File: src/rtl/tl_serial_tx_if.sv
// TileLink-UL A (request) and D (response) channel bundles shared by the core bus
// and the serial transmitter.
interface tilelink_a;
  logic        a_valid;
  logic [2:0]  a_opcode;
  logic [1:0]  a_size;
  logic [7:0]  a_source;
  logic [31:0] a_address;
  logic [3:0]  a_mask;
  logic [31:0] a_data;

  modport master (output a_valid, a_opcode, a_size, a_source, a_address, a_mask, a_data);
  modport slave  (input  a_valid, a_opcode, a_size, a_source, a_address, a_mask, a_data);
endinterface

interface tilelink_d;
  logic        d_valid;
  logic [2:0]  d_opcode;
  logic [1:0]  d_size;
  logic [7:0]  d_source;
  logic [31:0] d_data;
  logic        d_error;

  modport master (output d_valid, d_opcode, d_size, d_source, d_data, d_error);
  modport slave  (input  d_valid, d_opcode, d_size, d_source, d_data, d_error);
endinterface

File: src/rtl/tl_serial_tx.sv
// TileLink-UL mapped 8N1 serial transmitter with a byte FIFO; every response and
// the serial line come straight from flops.
module tl_serial_tx #(
  parameter logic [31:0] addr_mask      = 32'hF000_0000,
  parameter logic [31:0] addr_tag       = 32'h4000_0000,
  parameter int unsigned clocks_per_bit = 16,
  parameter int unsigned fifo_depth     = 8
) (
  input  logic      clock,
  input  logic      reset_in_n,
  tilelink_a.slave  tla,
  tilelink_d.master bus_tld,
  output logic      ser_tx
);

  localparam int unsigned AW  = $clog2(fifo_depth);
  localparam int unsigned CW  = AW + 1;
  localparam int unsigned BCW = $clog2(clocks_per_bit);
  localparam logic [BCW-1:0] BIT_LAST = BCW'(clocks_per_bit - 1);
  localparam logic [CW-1:0]  DEPTH    = CW'(fifo_depth);

  localparam logic [2:0] OP_PUT_FULL = 3'd0;
  localparam logic [2:0] OP_PUT_PART = 3'd1;
  localparam logic [2:0] OP_GET      = 3'd4;
  localparam logic [2:0] OP_ACK      = 3'd0;
  localparam logic [2:0] OP_ACK_DATA = 3'd1;

  typedef enum logic [1:0] {IDLE = 2'd0, START = 2'd1, DATA = 2'd2, STOP = 2'd3} state_e;

  state_e         state_q;
  logic [BCW-1:0] bit_cnt_q;
  logic [2:0]     bit_idx_q;
  logic [7:0]     shift_q;
  logic           ser_tx_q;

  logic [7:0]     fifo_q [fifo_depth];
  logic [AW-1:0]  wr_ptr_q, wr_ptr_d, rd_ptr_q, rd_ptr_d;
  logic [CW-1:0]  count_q, count_d;

  logic           d_valid_q, d_error_q;
  logic [2:0]     d_opcode_q;
  logic [1:0]     d_size_q;
  logic [7:0]     d_source_q;
  logic [31:0]    d_data_q;

  logic           sel_s, put_s, get_s, push_req_s, push_s, pop_s;
  logic           full_s, empty_s, busy_s, bit_end_s;
  logic [1:0]     off_s;
  logic [4:0]     cnt5_s;
  logic [31:0]    status_s, rd_data_s;
  logic           unused_s;

  assign unused_s = ^{tla.a_mask[3:1], tla.a_data[31:8]};

  // Request decode, FIFO bookkeeping and the pre-update STATUS snapshot
  always_comb begin
    sel_s      = tla.a_valid && ((tla.a_address & addr_mask) == addr_tag);
    put_s      = (tla.a_opcode == OP_PUT_FULL) || (tla.a_opcode == OP_PUT_PART);
    get_s      = (tla.a_opcode == OP_GET);
    off_s      = tla.a_address[3:2];
    empty_s    = (count_q == {CW{1'b0}});
    full_s     = (count_q == DEPTH);
    busy_s     = (state_q != IDLE) || !empty_s;
    bit_end_s  = (bit_cnt_q == BIT_LAST);
    push_req_s = sel_s && put_s && (off_s == 2'd0) && tla.a_mask[0];
    push_s     = push_req_s && !full_s;
    cnt5_s     = 5'(count_q);
    status_s   = {23'd0, cnt5_s, 1'b0, empty_s, full_s, busy_s};
    if (off_s == 2'd1) begin
      rd_data_s = status_s;
    end else begin
      rd_data_s = 32'd0;
    end
    case (state_q)
      IDLE:    pop_s = !empty_s;
      STOP:    pop_s = bit_end_s && !empty_s;
      default: pop_s = 1'b0;
    endcase
    wr_ptr_d = push_s ? (wr_ptr_q + AW'(1)) : wr_ptr_q;
    rd_ptr_d = pop_s  ? (rd_ptr_q + AW'(1)) : rd_ptr_q;
    if (push_s && !pop_s) begin
      count_d = count_q + CW'(1);
    end else if (pop_s && !push_s) begin
      count_d = count_q - CW'(1);
    end else begin
      count_d = count_q;
    end
  end

  // FIFO storage; validity is tracked by the pointers, so no reset is needed here
  always_ff @(posedge clock) begin
    if (push_s) begin
      fifo_q[wr_ptr_q] <= tla.a_data[7:0];
    end
  end

  // FIFO pointers and occupancy
  always_ff @(posedge clock or negedge reset_in_n) begin
    if (!reset_in_n) begin
      wr_ptr_q <= {AW{1'b0}};
      rd_ptr_q <= {AW{1'b0}};
      count_q  <= {CW{1'b0}};
    end else begin
      wr_ptr_q <= wr_ptr_d;
      rd_ptr_q <= rd_ptr_d;
      count_q  <= count_d;
    end
  end

  // Transmit FSM; ser_tx_q is loaded together with each state change
  always_ff @(posedge clock or negedge reset_in_n) begin
    if (!reset_in_n) begin
      state_q   <= IDLE;
      bit_cnt_q <= {BCW{1'b0}};
      bit_idx_q <= 3'd0;
      shift_q   <= 8'd0;
      ser_tx_q  <= 1'b1;
    end else begin
      case (state_q)
        IDLE: begin
          bit_cnt_q <= {BCW{1'b0}};
          bit_idx_q <= 3'd0;
          if (pop_s) begin
            shift_q  <= fifo_q[rd_ptr_q];
            state_q  <= START;
            ser_tx_q <= 1'b0;
          end else begin
            ser_tx_q <= 1'b1;
          end
        end
        START: begin
          if (bit_end_s) begin
            bit_cnt_q <= {BCW{1'b0}};
            bit_idx_q <= 3'd0;
            state_q   <= DATA;
            ser_tx_q  <= shift_q[0];
          end else begin
            bit_cnt_q <= bit_cnt_q + BCW'(1);
          end
        end
        DATA: begin
          if (bit_end_s) begin
            bit_cnt_q <= {BCW{1'b0}};
            if (bit_idx_q == 3'd7) begin
              state_q  <= STOP;
              ser_tx_q <= 1'b1;
            end else begin
              bit_idx_q <= bit_idx_q + 3'd1;
              shift_q   <= {1'b0, shift_q[7:1]};
              ser_tx_q  <= shift_q[1];
            end
          end else begin
            bit_cnt_q <= bit_cnt_q + BCW'(1);
          end
        end
        STOP: begin
          if (bit_end_s) begin
            bit_cnt_q <= {BCW{1'b0}};
            if (pop_s) begin
              shift_q  <= fifo_q[rd_ptr_q];
              state_q  <= START;
              ser_tx_q <= 1'b0;
            end else begin
              state_q  <= IDLE;
              ser_tx_q <= 1'b1;
            end
          end else begin
            bit_cnt_q <= bit_cnt_q + BCW'(1);
          end
        end
        default: begin
          state_q  <= IDLE;
          ser_tx_q <= 1'b1;
        end
      endcase
    end
  end

  // D-channel response, one clock after each selected request
  always_ff @(posedge clock or negedge reset_in_n) begin
    if (!reset_in_n) begin
      d_valid_q  <= 1'b0;
      d_opcode_q <= 3'd0;
      d_data_q   <= 32'd0;
      d_size_q   <= 2'd0;
      d_source_q <= 8'd0;
      d_error_q  <= 1'b0;
    end else begin
      d_valid_q <= sel_s;
      if (sel_s) begin
        d_opcode_q <= get_s ? OP_ACK_DATA : OP_ACK;
        d_data_q   <= get_s ? rd_data_s : 32'd0;
        d_size_q   <= tla.a_size;
        d_source_q <= tla.a_source;
        d_error_q  <= push_req_s && full_s;
      end else begin
        d_opcode_q <= 3'd0;
        d_data_q   <= 32'd0;
        d_size_q   <= 2'd0;
        d_source_q <= 8'd0;
        d_error_q  <= 1'b0;
      end
    end
  end

  assign ser_tx           = ser_tx_q;
  assign bus_tld.d_valid  = d_valid_q;
  assign bus_tld.d_opcode = d_opcode_q;
  assign bus_tld.d_data   = d_data_q;
  assign bus_tld.d_size   = d_size_q;
  assign bus_tld.d_source = d_source_q;
  assign bus_tld.d_error  = d_error_q;

endmodule

File: src/flat_wrapper.sv
// flat-port wrapper written by rule: the top's interface ports become plain ports
module tl_serial_tx_flat 
#(
  parameter logic [31:0] addr_mask      = 32'hF000_0000,
  parameter logic [31:0] addr_tag       = 32'h4000_0000,
  parameter int unsigned clocks_per_bit = 16,
  parameter int unsigned fifo_depth     = 8
)
  (clock, reset_in_n, ser_tx, tla_a_valid, tla_a_opcode, tla_a_size, tla_a_source, tla_a_address, tla_a_mask, tla_a_data, bus_tld_d_valid, bus_tld_d_opcode, bus_tld_d_size, bus_tld_d_source, bus_tld_d_data, bus_tld_d_error);
  tilelink_a tla_i ();
  tilelink_d bus_tld_i ();
  input  logic clock;
  input  logic reset_in_n;
  output logic ser_tx;
  input wire logic [$bits(tla_i.a_valid)-1:0] tla_a_valid;
  input wire logic [$bits(tla_i.a_opcode)-1:0] tla_a_opcode;
  input wire logic [$bits(tla_i.a_size)-1:0] tla_a_size;
  input wire logic [$bits(tla_i.a_source)-1:0] tla_a_source;
  input wire logic [$bits(tla_i.a_address)-1:0] tla_a_address;
  input wire logic [$bits(tla_i.a_mask)-1:0] tla_a_mask;
  input wire logic [$bits(tla_i.a_data)-1:0] tla_a_data;
  output wire logic [$bits(bus_tld_i.d_valid)-1:0] bus_tld_d_valid;
  output wire logic [$bits(bus_tld_i.d_opcode)-1:0] bus_tld_d_opcode;
  output wire logic [$bits(bus_tld_i.d_size)-1:0] bus_tld_d_size;
  output wire logic [$bits(bus_tld_i.d_source)-1:0] bus_tld_d_source;
  output wire logic [$bits(bus_tld_i.d_data)-1:0] bus_tld_d_data;
  output wire logic [$bits(bus_tld_i.d_error)-1:0] bus_tld_d_error;
  assign tla_i.a_valid = tla_a_valid;
  assign tla_i.a_opcode = tla_a_opcode;
  assign tla_i.a_size = tla_a_size;
  assign tla_i.a_source = tla_a_source;
  assign tla_i.a_address = tla_a_address;
  assign tla_i.a_mask = tla_a_mask;
  assign tla_i.a_data = tla_a_data;
  assign bus_tld_d_valid = bus_tld_i.d_valid;
  assign bus_tld_d_opcode = bus_tld_i.d_opcode;
  assign bus_tld_d_size = bus_tld_i.d_size;
  assign bus_tld_d_source = bus_tld_i.d_source;
  assign bus_tld_d_data = bus_tld_i.d_data;
  assign bus_tld_d_error = bus_tld_i.d_error;
  tl_serial_tx #(.addr_mask(addr_mask), .addr_tag(addr_tag), .clocks_per_bit(clocks_per_bit), .fifo_depth(fifo_depth)) u_core (.clock(clock), .reset_in_n(reset_in_n), .tla(tla_i), .bus_tld(bus_tld_i), .ser_tx(ser_tx));
endmodule
File: config.mk
export PLATFORM = sky130hd
export DESIGN_NAME = tl_serial_tx_flat
export DESIGN_NICKNAME = d
export VERILOG_FILES = /design/src/rtl/tl_serial_tx_if.sv /design/src/rtl/tl_serial_tx.sv /design/src/flat_wrapper.sv
export SDC_FILE = /design/constraint.sdc
export NUM_CORES = 1
export LEC_CHECK = 0
export CAP_MARGIN = 15
export CORE_ASPECT_RATIO = 1.5
export CORE_MARGIN = 1.5
export CORE_UTILIZATION = 48
export CTS_CLUSTER_SIZE = 30
export DETAILED_ROUTE_END_ITERATION = 8
export GPL_ROUTABILITY_DRIVEN = 1
export PLACE_DENSITY = 0.82
export SETUP_SLACK_MARGIN = 0.4
export SLEW_MARGIN = 20
export SYNTH_ARGS = -nofsm -noshare
export SYNTH_HDL_FRONTEND = slang
export SYNTH_SLANG_ARGS = --single-unit
File: constraint.sdc
create_clock -name clock -period 4 [get_ports clock]
set_clock_uncertainty 0.05 [all_clocks]
set_input_delay 0.8 -clock clock [delete_from_list [all_inputs] [get_ports clock]]
set_output_delay 0.8 -clock clock [all_outputs]
set_load 0.1 [all_outputs]
==> results of run 1 <==
## final cells by class
cell class | count | area, sq um
clock buffers | 9 | 225.2
clock inverters | 7 | 113.9
fillers | 716 | 3956
inverters | 13 | 48.80
multi-input cells | 184 | 1533
flip-flops and latches | 112 | 3126
well taps | 115 | 143.9
repair buffers | 63 | 598.1
## stage by stage
stage               setup slack [ns]  std cells  instance area (sq um)
floorplan                     0.7367        347                   4964
global placement              0.3410        487                   5436
detailed placement            0.1945        487                   5436
CTS                           0.5507        503                   5776
global route                  0.4428        503                   5788
finish                        0.6488        503                   5788
## report_power, final
part | total (uW) | leakage [uW] | internal, uW | switching [uW]
combinational | 180 | 0.000836 | 34.2 | 146
clock | 986 | 0.000158 | 563 | 423
sequential | 1230 | 0.00120 | 1220 | 4.37
total | 2390 | 0.00219 | 1820 | 573
## cells in the mapped netlist, drive strengths merged, types with 7 or more instances
cell,number,area [sq um]
and2,17,108.9
dfrtp,47,1176
o21ai,7,35.03
nor2,9,33.78
nor3,12,60.06
buf,34,250.2
inv,13,48.80
mux2i,9,90.09
edfxtp,64,1922
mux4,16,360.4
nand2,11,41.29
ha,13,162.7
## state kept, by name, indices dropped and copies added, names as in the netlist
register                 flops
u_core.fifo_q               64
u_core.bus_tld.d_source      8
u_core.shift_q               8
u_core.bus_tld.d_data        7
u_core.bit_cnt_q             4
u_core.count_q               4
u_core.bit_idx_q             3
u_core.rd_ptr_q              3
u_core.wr_ptr_q              3
u_core.bus_tld.d_size        2
u_core.state_q               2
u_core.bus_tld.d_error       1
u_core.bus_tld.d_opcode      1
u_core.bus_tld.d_valid       1
u_core.ser_tx                1
## layer usage
layer  global-route usage  share of wire  wire length [um]  vias up
li1                     -              -                 -     1262
met1               0.1956           0.38              3245     1372
met2               0.3179           0.57              4924       63
met3              0.03188          0.033               283       10
met4              0.09161          0.022               188        0
met5                    0              0                 0        -
## final timing paths
check | from | to | slack, ns
max | tla_a_address[2] | u_core.count_q[3] | 0.65
min | reset_in_n | u_core.bus_tld.d_data[4] | 0.39
max reg2reg | u_core.state_q[0] | u_core.count_q[3] | 1.00
min reg2reg | u_core.bit_idx_q[0] | u_core.bit_idx_q[0] | 0.44
max in group asynchronous | reset_in_n | u_core.rd_ptr_q[0] | 3.09
min in group clock | u_core.bit_idx_q[0] | u_core.bit_idx_q[0] | 0.44
## worst max-delay path, cell delays in order
cell and delay, ns:
clkdlybuf4s50_1 0.44, or4b_1 0.54, a21oi_1 0.18, nand3_1 0.13
inv_1 0.09, ha_2 0.22, inv_1 0.11, ha_1 0.28
a21o_1 0.21, a2111oi_2 0.38, o31ai_1 0.14
## timing repair
action                                  in CTS  in global routing
gates resized for setup                      0                  3
hold endpoints to repair                     0                  0
endpoints found under the setup margin       0                  1
## cells by family after synthesis
kind of cell    Yosys count
fa+ha+maj                14
mux                      31
compound gates           33
xor+xnor                  7
simple gates             72
buf+inv                  51
flops                   112
other cells               1
==> results by group, run 1 <==
Power
  – PnR Total Power: 2394 uW
  – Peak VDD IR: 0.3048 mV
  – Pwr per Cell Area: 413.7 mW/mm^2
  – Leakage: 0.002191 uW

Detailed routing
  – Vias per cell: 5.382
  – Wire per inst: 17.18 um
  – Total wire length: 8642 um
  – DR pass1 iterations: 9
  – Via count: 2707
  – DR DRC count: 10
  – Iter 0 DRT Violations: 170
  – Remaining antenna violation count after routing: 0

Synthesis
  – Post-synth cell types: 52
  – Syn Area/Cell: 15.16 sq um
  – Async set-reset flop share out of synthesis: 0.4286
  – Xor/xnor share of the synthesized area: 0.01260
  – Adder-Cell Fraction of Synth Area: 0.03754
  – Simple-gate share of the synthesized area: 0.08743
  – Synth Area in Compound Gates: 0.04834
  – Most used DFF post-synth: edfxtp_1
  – Largest family of logic cells by synthesized area: multiplexers
  – Post-synth EDFFs: 64
  – Yosys reg bits: 112
  – Netlist Area Pre-Place: 0.004866 sq mm
  – Seq/Total Area, Yosys: 0.6421
  – Post-Syn Instances: 321
  – Syn. warnings: 0
  – Mux share of post-synthesis cell area: 0.1065

Cells and area
  – Final core utilization: 0.5940
  – Most common cell after layout, fill and taps aside: edfxtp_1
  – Layout cells sized above 1: 0.1546
  – Area grow syn2layout: 18.95%
  – # diodes: 0
  – Most frequent cells in the layout: 64 x edfxtp_1, 50 x clkdlybuf4s50_1, 46 x dfrtp_1
  – Nets: 481

CTS
  – # clock sinks: 112
  – Root Driver: clkbuf_16
  – Total CTS buffers: 9
  – CTS H-tree depth: 3
  – CTS tree: built
  – Worst skew pair latency: 0.35 ns
  – Reg clk slew, reported paths: 0.07 ns
  – Cts hold-fix bufs: 0
  – Clock buffer depth: 2
  – Setup Buffers After CTS: 0

Die
  – Die Height: 126.3 um
  – Num rows: 44
  – Die ar.: 0.01076 sq mm
  – Initial core utilization: 0.4994
  – Die X: 85.21 um
  – Core Area: 0.009744 sq mm
  – I/O Pins: 132

STA
  – Post-route clock period utilization: 0.8378
  – Minimum clock period: 3.351 ns
  – Hold slack: 0.3868 ns
  – Final setup vio count: 0
  – Worst Tran Pin Value: 1.004 ns
  – RSZ-0062 raised after global routing: no
  – Slew HR: 0.3289
  – Fmax: 298.4 MHz
  – Final Hold Vio Count: 0
  – Fin Setup TNS: 0 ns
  – Max Slew Vio Count: 0

GRT
  – First-pass GRT wire length: 14280 um
  – Vias in the first global route: 2881
  – Largest net degree at the start of global routing: 49
  – Global route overflow: 0
  – Initial antenna violation count: 0
  – GR Util All Layers: 0.1763

Worst setup path
  – Critical path arrival: 3.52 ns
  – Setup crit end kind: flop
  – Reg2reg path depth: 11
  – Crit-path max FO: 5
  – Data required time of the worst path: 4.17 ns
  – Setup CP Type: primary input to flop
  – Startpoint type of the worst setup path: primary input

Placed design
  – Final GP Congestion: 0.8032
  – PortBufs: 51
  – Hpwl dp: 5947 um

Hold path
  – HP Class: primary input to async pin

Run status
  – Status: finished, violations left
  – Failing checks: DRC

Run
  – Max-cap violations: 0
Note: power is estimated with default switching activity, not from simulation.
==> run 2: changes to the inputs <==
Settings changed: CORE_UTILIZATION 48 to 44, PLACE_DENSITY 0.82 to 0.79.
Clock period 4 ns to 2.7 ns, I/O delays scaled along.
==> results by group, run 2 (synthesis results as in run 1) <==
STA
  – Worst Tran Pin Value: 0.6642 ns (was 1.004 ns)
  – Fmax: 418.1 MHz
  – Post-route clock period utilization: 0.8859
  – Final worst slack: 0.3081 ns (was 0.6488 ns)
  – Max Slew Vio Count: 0 (unchanged)
  – Fin Setup TNS: 0 ns (unchanged)
  – Hold slack: 0.1615 ns (was 0.3868 ns)
  – Slew HR: 0.5538 (was 0.3289)
  – Final setup vio count: 0 (unchanged)
  – Minimum clock period: 2.392 ns
  – RSZ-0062 raised after global routing: yes (was no)
  – Final Hold Vio Count: 0 (unchanged)

Worst setup path
  – Crit-path max FO: 4 (was 5)
  – Most common cell on crit path: ha_4 (was inv_1)
  – Startpoint type of the worst setup path: flop (was primary input)
  – CP cell instances: ha_2 > nand4_1 > a211oi_2 > inv_1 > ha_4 > clkinv_4 > ha_4 > a21o_4 > a21oi_2 > mux2i_1 > o31ai_1 (was clkdlybuf4s50_1 > or4b_1 > a21oi_1 > nand3_1 > inv_1 > ha_2 > inv_1 > ha_1 > a21o_1 > a2111oi_2 > o31ai_1)
  – Reg2reg path depth: 11 (unchanged)
  – Data required time of the worst path: 2.88 ns (was 4.17 ns)
  – CP max stage delay: 0.40 ns (was 0.54 ns)
  – Top delay family on crit path: compound AO/OA/AOI/OAI gates (unchanged)
  – Critical path arrival: 2.57 ns (was 3.52 ns)
  – RR Endpoint: u_core.count_q[3] (unchanged)
  – Slowest CP cell: dfrtp_1 (was or4b_1)
  – Reg2Reg Setup Slack: 0.31 ns (was 1.00 ns)
  – CP Buf/Inv Count: 2 (was 3)
  – FF-to-FF Start: u_core.state_q[0] (unchanged)
  – Setup CP Type: flop to flop (was primary input to flop)
  – Setup crit end kind: flop (unchanged)

GRT
  – GR Util All Layers: 0.1670 (was 0.1763)
  – Initial antenna violation count: 0 (unchanged)
  – Global route overflow: 0 (unchanged)
  – Largest net degree at the start of global routing: 31 (was 49)
  – First-pass GRT wire length: 14550 um (was 14280 um)
  – Vias in the first global route: 2932 (was 2881)

Placed design
  – DP Cell Count: 530 (was 487)
  – Hpwl dp: 6006 um (was 5947 um)
  – Final GP Congestion: 0.8412 (was 0.8032)
  – Dpl ws: -0.3562 ns (was 0.1945 ns)
  – PortBufs: 51 (unchanged)

Hold path
  – HP Class: primary input to async pin (unchanged)

CTS
  – Clock buffer depth: 2 (unchanged)
  – # clock sinks: 112 (unchanged)
  – Root Driver: clkbuf_16 (unchanged)
  – Reg clk slew, reported paths: 0.07 ns (about the same)
  – Total CTS buffers: 9 (unchanged)
  – Worst skew pair latency: 0.35 ns (about the same)
  – CTS H-tree depth: 3 (unchanged)
  – CTS tree: built (unchanged)

Cells and area
  – FF+latch area: 0.003126 sq mm (unchanged)
  – Area grow syn2layout: 24.74% (was 18.95%)
  – Layout cells sized above 1: 0.3123 (was 0.1546)
  – Most frequent cells in the layout: 64 x edfxtp_1, 57 x buf_4, 46 x dfrtp_1 (was 64 x edfxtp_1, 50 x clkdlybuf4s50_1, 46 x dfrtp_1)
  – Max FFs per register: 64 (unchanged)
  – Nets: 506 (was 481)
  – Area of the multi-input gates: 0.001697 sq mm (was 0.001533 sq mm)
  – # diodes: 0 (unchanged)
  – Finished Layout Cells: 557 (was 503)
  – Fillers: 822 (was 716)
  – Most common cell after layout, fill and taps aside: edfxtp_1 (unchanged)
  – Reg with most FFs: u_core.fifo_q (unchanged)

Power
  – Leakage: 0.002381 uW (was 0.002191 uW)
  – Pwr per Cell Area: 554.6 mW/mm^2 (was 413.7 mW/mm^2)
  – Peak VDD IR: 0.4292 mV (was 0.3048 mV)

Detailed routing
  – Via count: 2818 (was 2707)
  – Iter 0 DRT Violations: 152 (was 170)
  – Remaining antenna violation count after routing: 0 (unchanged)
  – Wire per inst: 16.43 um (was 17.18 um)
  – Vias per cell: 5.059 (was 5.382)
  – Total wire length: 9150 um (was 8642 um)
  – DR DRC count: 0 (was 10)
  – DR pass1 iterations: 4 (was 9)

Run status
  – Status: finished clean (was finished, violations left)

Die
  – Die Height: 131.8 um (was 126.3 um)
  – I/O Pins: 132 (unchanged)
  – Initial core utilization: 0.4570 (was 0.4994)
  – Die X: 88.87 um (was 85.21 um)
  – Core Area: 0.01065 sq mm (was 0.009744 sq mm)
  – Die ar.: 0.01171 sq mm (was 0.01076 sq mm)
  – Num rows: 46 (was 44)

Run
  – Max-cap violations: 0 (unchanged)
[run 2: changes by cell type in the layout (fill, tap and decap cells not counted), moves of 3 or more]
cell             change
buf_4               +44
clkdlybuf4s50_1     -29
ha_1                 -5
ha_4                 +5
buf_6                +3
dlygate4sd2_1        +3
[run 2: final cells by class]
| cell class | instances | share of cell area |
|---|---|---|
| Timing Repair Buffer | 88 | 0.1196 |
| Inverter | 13 | 0.008864 |
| Tap cell | 144 | 0.02968 |
| Multi-Input combinational cell | 184 | 0.2795 |
| Sequential cell | 112 | 0.5149 |
| Clock buffer | 9 | 0.03711 |
| Clock inverter | 7 | 0.01031 |
[run 2: worst reg2reg max path, stage by stage, from the launching register on]
cell and delay [ns]:
dfrtp_1 0.40, ha_2 0.22, nand4_1 0.15, a211oi_2 0.28, inv_1 0.11, ha_4 0.18
clkinv_4 0.06, ha_4 0.19, a21o_4 0.22, a21oi_2 0.14, mux2i_1 0.20, o31ai_1 0.09
[run 2: per-layer routing]
metal	track usage	vias to the layer above	routed length, um
met5	0	-	0
li1	-	1314	-
met2	0.2917	94	5106
met1	0.1925	1399	3461
met3	0.03757	11	433
met4	0.06944	0	148
[run 2: how the worst max path moves through the flow]
stage	from	end	slack, ns	cells after the start
2_1_floorplan	tla_a_opcode[2]	u_core.count_q[3]	0.03	12
3_3_place_gp	tla_a_address[2]	u_core.count_q[3]	-0.30	12
3_5_place_dp	tla_a_address[2]	u_core.count_q[3]	-0.36	12
4_1_cts	tla_a_opcode[2]	u_core.count_q[3]	0.34	12
5_1_grt	u_core.state_q[0]	u_core.count_q[3]	0.19	10
6_report	u_core.state_q[0]	u_core.count_q[3]	0.31	11
[run 2: what timing repair did]
action                                  in CTS  in global routing
hold buffers                                 0                  0
endpoints found under the setup margin      67                  3
buffers inserted                             9                  2
resized for setup                           26                 12
pin swaps                                    8                  9
[run 2: report_power, final]
group	internal, uW	switching (uW)
Clock	644	619
Combinational	58.5	221
Sequential	1810	9.72
Total	2520	849
[run 2: metrics by stage]
step | utilization | cell area, sq um | total power [uW]
after floorplan | - | 5064 | 2083
after global placement | 0.5276 | 5618 | 2130
after detailed placement | 0.5276 | 5618 | 2136
after CTS | 0.5633 | 5998 | 3391
after global routing | 0.5700 | 6070 | 3482
final | 0.5700 | 6070 | 3366
==> run 3: changes to the inputs <==
Settings changed: ABC_AREA from default to 1, PLACE_DENSITY 0.79 to 0.78, RECOVER_POWER from default to 100, SKIP_LAST_GASP from default to 1.
==> results by group, run 3 <==
Run status
  – Status: finished clean (unchanged)

STA
  – Final Hold Vio Count: 0 (unchanged)
  – Post-route clock period utilization: 0.9037 (was 0.8859)
  – Worst Tran Pin Value: 1.221 ns (was 0.6642 ns)
  – Minimum clock period: 2.440 ns (was 2.392 ns)
  – RSZ-0062 raised after global routing: no (was yes)
  – Fin Setup TNS: 0 ns (unchanged)
  – Final setup vio count: 0 (unchanged)
  – Max Slew Vio Count: 0 (unchanged)
  – Hold slack: 0.3363 ns (was 0.1615 ns)
  – Slew HR: 0.1895 (was 0.5538)
  – Fmax: 409.8 MHz (was 418.1 MHz)

Die
  – Core Area: 0.01147 sq mm (was 0.01065 sq mm)
  – Die ar.: 0.01240 sq mm (was 0.01171 sq mm)
  – Num rows: 48 (was 46)
  – I/O Pins: 132 (unchanged)
  – Initial core utilization: 0.4497 (was 0.4570)
  – Die Height: 135.6 um (was 131.8 um)
  – Die X: 91.41 um (was 88.87 um)

Worst setup path
  – Critical path arrival: 2.63 ns (was 2.57 ns)
  – Crit-path max FO: 4 (unchanged)
  – Setup CP Type: primary input to flop (was flop to flop)
  – Startpoint type of the worst setup path: primary input (was flop)
  – Worst Setup SP: tla_a_address[28] (was u_core.state_q[0])
  – RR Endpoint: u_core.count_q[3] (unchanged)
  – CP cell instances: dlygate4sd2_1 > or2_0 > nor2_8 > inv_4 > nor2_1 > nand2_4 > clkinv_4 > ha_4 > inv_6 > ha_4 > a21oi_2 > nand2_2 > a21oi_2 > o21ai_1 > nand2_1 > nand2_1 (was ha_2 > nand4_1 > a211oi_2 > inv_1 > ha_4 > clkinv_4 > ha_4 > a21o_4 > a21oi_2 > mux2i_1 > o31ai_1)
  – CP max stage delay: 0.30 ns (was 0.40 ns)
  – Reg2reg path depth: 13 (was 11)
  – Data required time of the worst path: 2.89 ns (was 2.88 ns)
  – FF-to-FF Start: u_core.state_q[1] (was u_core.state_q[0])
  – Setup crit end kind: flop (unchanged)
  – Slowest CP cell: or2_0 (was dfrtp_1)
  – Reg2Reg Setup Slack: 0.31 ns (about the same)

CTS
  – # clock sinks: 112 (unchanged)
  – Clock buffer depth: 2 (unchanged)
  – CTS tree: built (unchanged)
  – Root Driver: clkbuf_16 (unchanged)
  – Cts hold-fix bufs: 0 (unchanged)
  – CTS H-tree depth: 3 (unchanged)
  – Reg clk slew, reported paths: 0.08 ns (was 0.07 ns)
  – Total CTS buffers: 9 (unchanged)
  – Worst skew pair latency: 0.35 ns (about the same)

Run
  – Max-cap violations: 0 (unchanged)

Cells and area
  – FF+latch area: 0.003124 sq mm (was 0.003126 sq mm)
  – Final core utilization: 0.5340 (was 0.5700)
  – Nets: 681 (was 506)
  – Area grow syn2layout: 18.75% (was 24.74%)
  – Area of the multi-input gates: 0.001709 sq mm (was 0.001697 sq mm)
  – Fin area: 0.006126 sq mm (was 0.006070 sq mm)
  – Reg with most FFs: u_core.fifo_q (unchanged)
  – Most frequent cells in the layout: 126 x nand2_1, 64 x edfxtp_1, 52 x nor2_1 (was 64 x edfxtp_1, 57 x buf_4, 46 x dfrtp_1)
  – # diodes: 0 (unchanged)
  – Layout cells sized above 1: 0.1276 (was 0.3123)
  – Fillers: 972 (was 822)
  – Max FFs per register: 64 (unchanged)
  – Most common cell after layout, fill and taps aside: nand2_1 (was edfxtp_1)

Synthesis
  – Post-synth EDFFs: 64 (unchanged)
  – Most numerous cell in the Yosys netlist: nand2_1 (was edfxtp_1)
  – Post-synth top area cell: edfxtp_1 (unchanged)
  – Syn. warnings: 0 (unchanged)
  – Post-Syn Instances: 504 (was 321)
  – Most used DFF post-synth: edfxtp_1 (unchanged)
  – Seq/Total Area, Yosys: 0.6056 (was 0.6421)
  – Yosys reg bits: 112 (unchanged)
  – Leading post-synthesis cells by cell area: edfxtp_1 37%, dfrtp_1 23%, nand2_1 9.1%, nand3_1 4.9%, buf_4 4.2% (was edfxtp_1 39%, dfrtp_1 24%, mux4_2 7.4%, buf_4 4.3%, ha_1 3.3%)
  – Netlist Area Pre-Place: 0.005159 sq mm (was 0.004866 sq mm)
  – Synth top area share: 0.3725 (was 0.3950)
  – Syn Area/Cell: 10.24 sq um (was 15.16 sq um)
  – Post-synth cell types: 38 (was 52)
  – Post-synth top cells: 125 x nand2_1, 64 x edfxtp_1, 50 x nand3_1 (was 64 x edfxtp_1, 47 x dfrtp_1, 28 x buf_4)
  – Async set-reset flop share out of synthesis: 0.4286 (unchanged)

Detailed routing
  – Iter 0 DRT Violations: 210 (was 152)
  – Vias per cell: 4.885 (was 5.059)
  – Total wire length: 10130 um (was 9150 um)
  – Remaining antenna violation count after routing: 0 (unchanged)
  – DR pass1 iterations: 4 (unchanged)
  – Wire per inst: 13.72 um (was 16.43 um)
  – Via count: 3605 (was 2818)
  – DR DRC count: 0 (unchanged)

Hold path
  – HP Class: primary input to async pin (unchanged)

GRT
  – Global route overflow: 0 (unchanged)
  – Initial antenna violation count: 0 (unchanged)
  – Largest net degree at the start of global routing: 34 (was 31)
  – First-pass GRT wire length: 15970 um (was 14550 um)
  – GR Util All Layers: 0.1639 (was 0.1670)
  – Vias in the first global route: 3412 (was 2932)

Placed design
  – Final GP Congestion: 0.8136 (was 0.8412)
  – PortBufs: 51 (unchanged)
  – Hpwl dp: 7018 um (was 6006 um)
  – DP Area: 0.005853 sq mm (was 0.005618 sq mm)

Power
  – Peak VDD IR: 0.4630 mV (was 0.4292 mV)
  – Pwr per Cell Area: 545.0 mW/mm^2 (was 554.6 mW/mm^2)
  – Leakage: 0.002733 uW (was 0.002381 uW)
  – PnR Total Power: 3338 uW (was 3366 uW)
run 3: how the worst max path moves through the flow:
stage                                    to  slack (ns)  depth (start not counted)
after floorplan           u_core.count_q[3]        0.40                         15
after global placement    u_core.count_q[3]       -0.03                         15
after detailed placement  u_core.count_q[3]       -0.17                         15
after CTS                 u_core.count_q[3]        0.40                         13
after global routing      u_core.count_q[3]        0.17                         16
final                     u_core.count_q[3]        0.26                         16
run 3: cells by family after synthesis:
family / share of synthesized area
compound gates: 0.03590
xor+xnor: 0.008491
fa+ha+maj: 0.03541
buf+inv: 0.08683
flops: 0.6056
other cells: 0.0007269
simple gates: 0.2270
run 3: layout make-up:
class                           count  share of cell area
Sequential cell                   112              0.5100
Multi-Input combinational cell    332              0.2790
Timing Repair Buffer               82              0.1044
Clock buffer                        9             0.03676
Tap cell                          150             0.03064
Inverter                           46             0.03023
Clock inverter                      7            0.008987
run 3: timing repair:
item,CTS,global route
setup endpoints to repair,3,3
buffers inserted,7,5
pin swaps,13,7
resized for setup,16,12
run 3: critical path: cells and delay by family:
family,cells,cell delay (ns)
buffers and inverters,4,0.40
adder cells (fa/ha/maj),2,0.37
AO/OA/AOI/OAI,3,0.37
AND/OR/NAND/NOR,7,0.95
run 3: report_power, final:
group	internal, uW	switching [uW]	leakage, uW
Combinational	49.4	233	0.00140
Clock	637	596	0.000140
Sequential	1820	7.47	0.00119
run 3: through the flow:
step                      std cells  setup slack, ns
final                           738           0.2599
after global routing            738           0.1706
after CTS                       733           0.4014
after detailed placement        710          -0.1711
after global placement          710         -0.03489
after floorplan                 530           0.4019
run 3: routing by layer:
metal  share of wire  wire, um  global-route usage
met5               0         0                   0
met4           0.033       339             0.08594
met3           0.035       353             0.02301
met2            0.57      5791              0.3101
met1            0.36      3644              0.1742
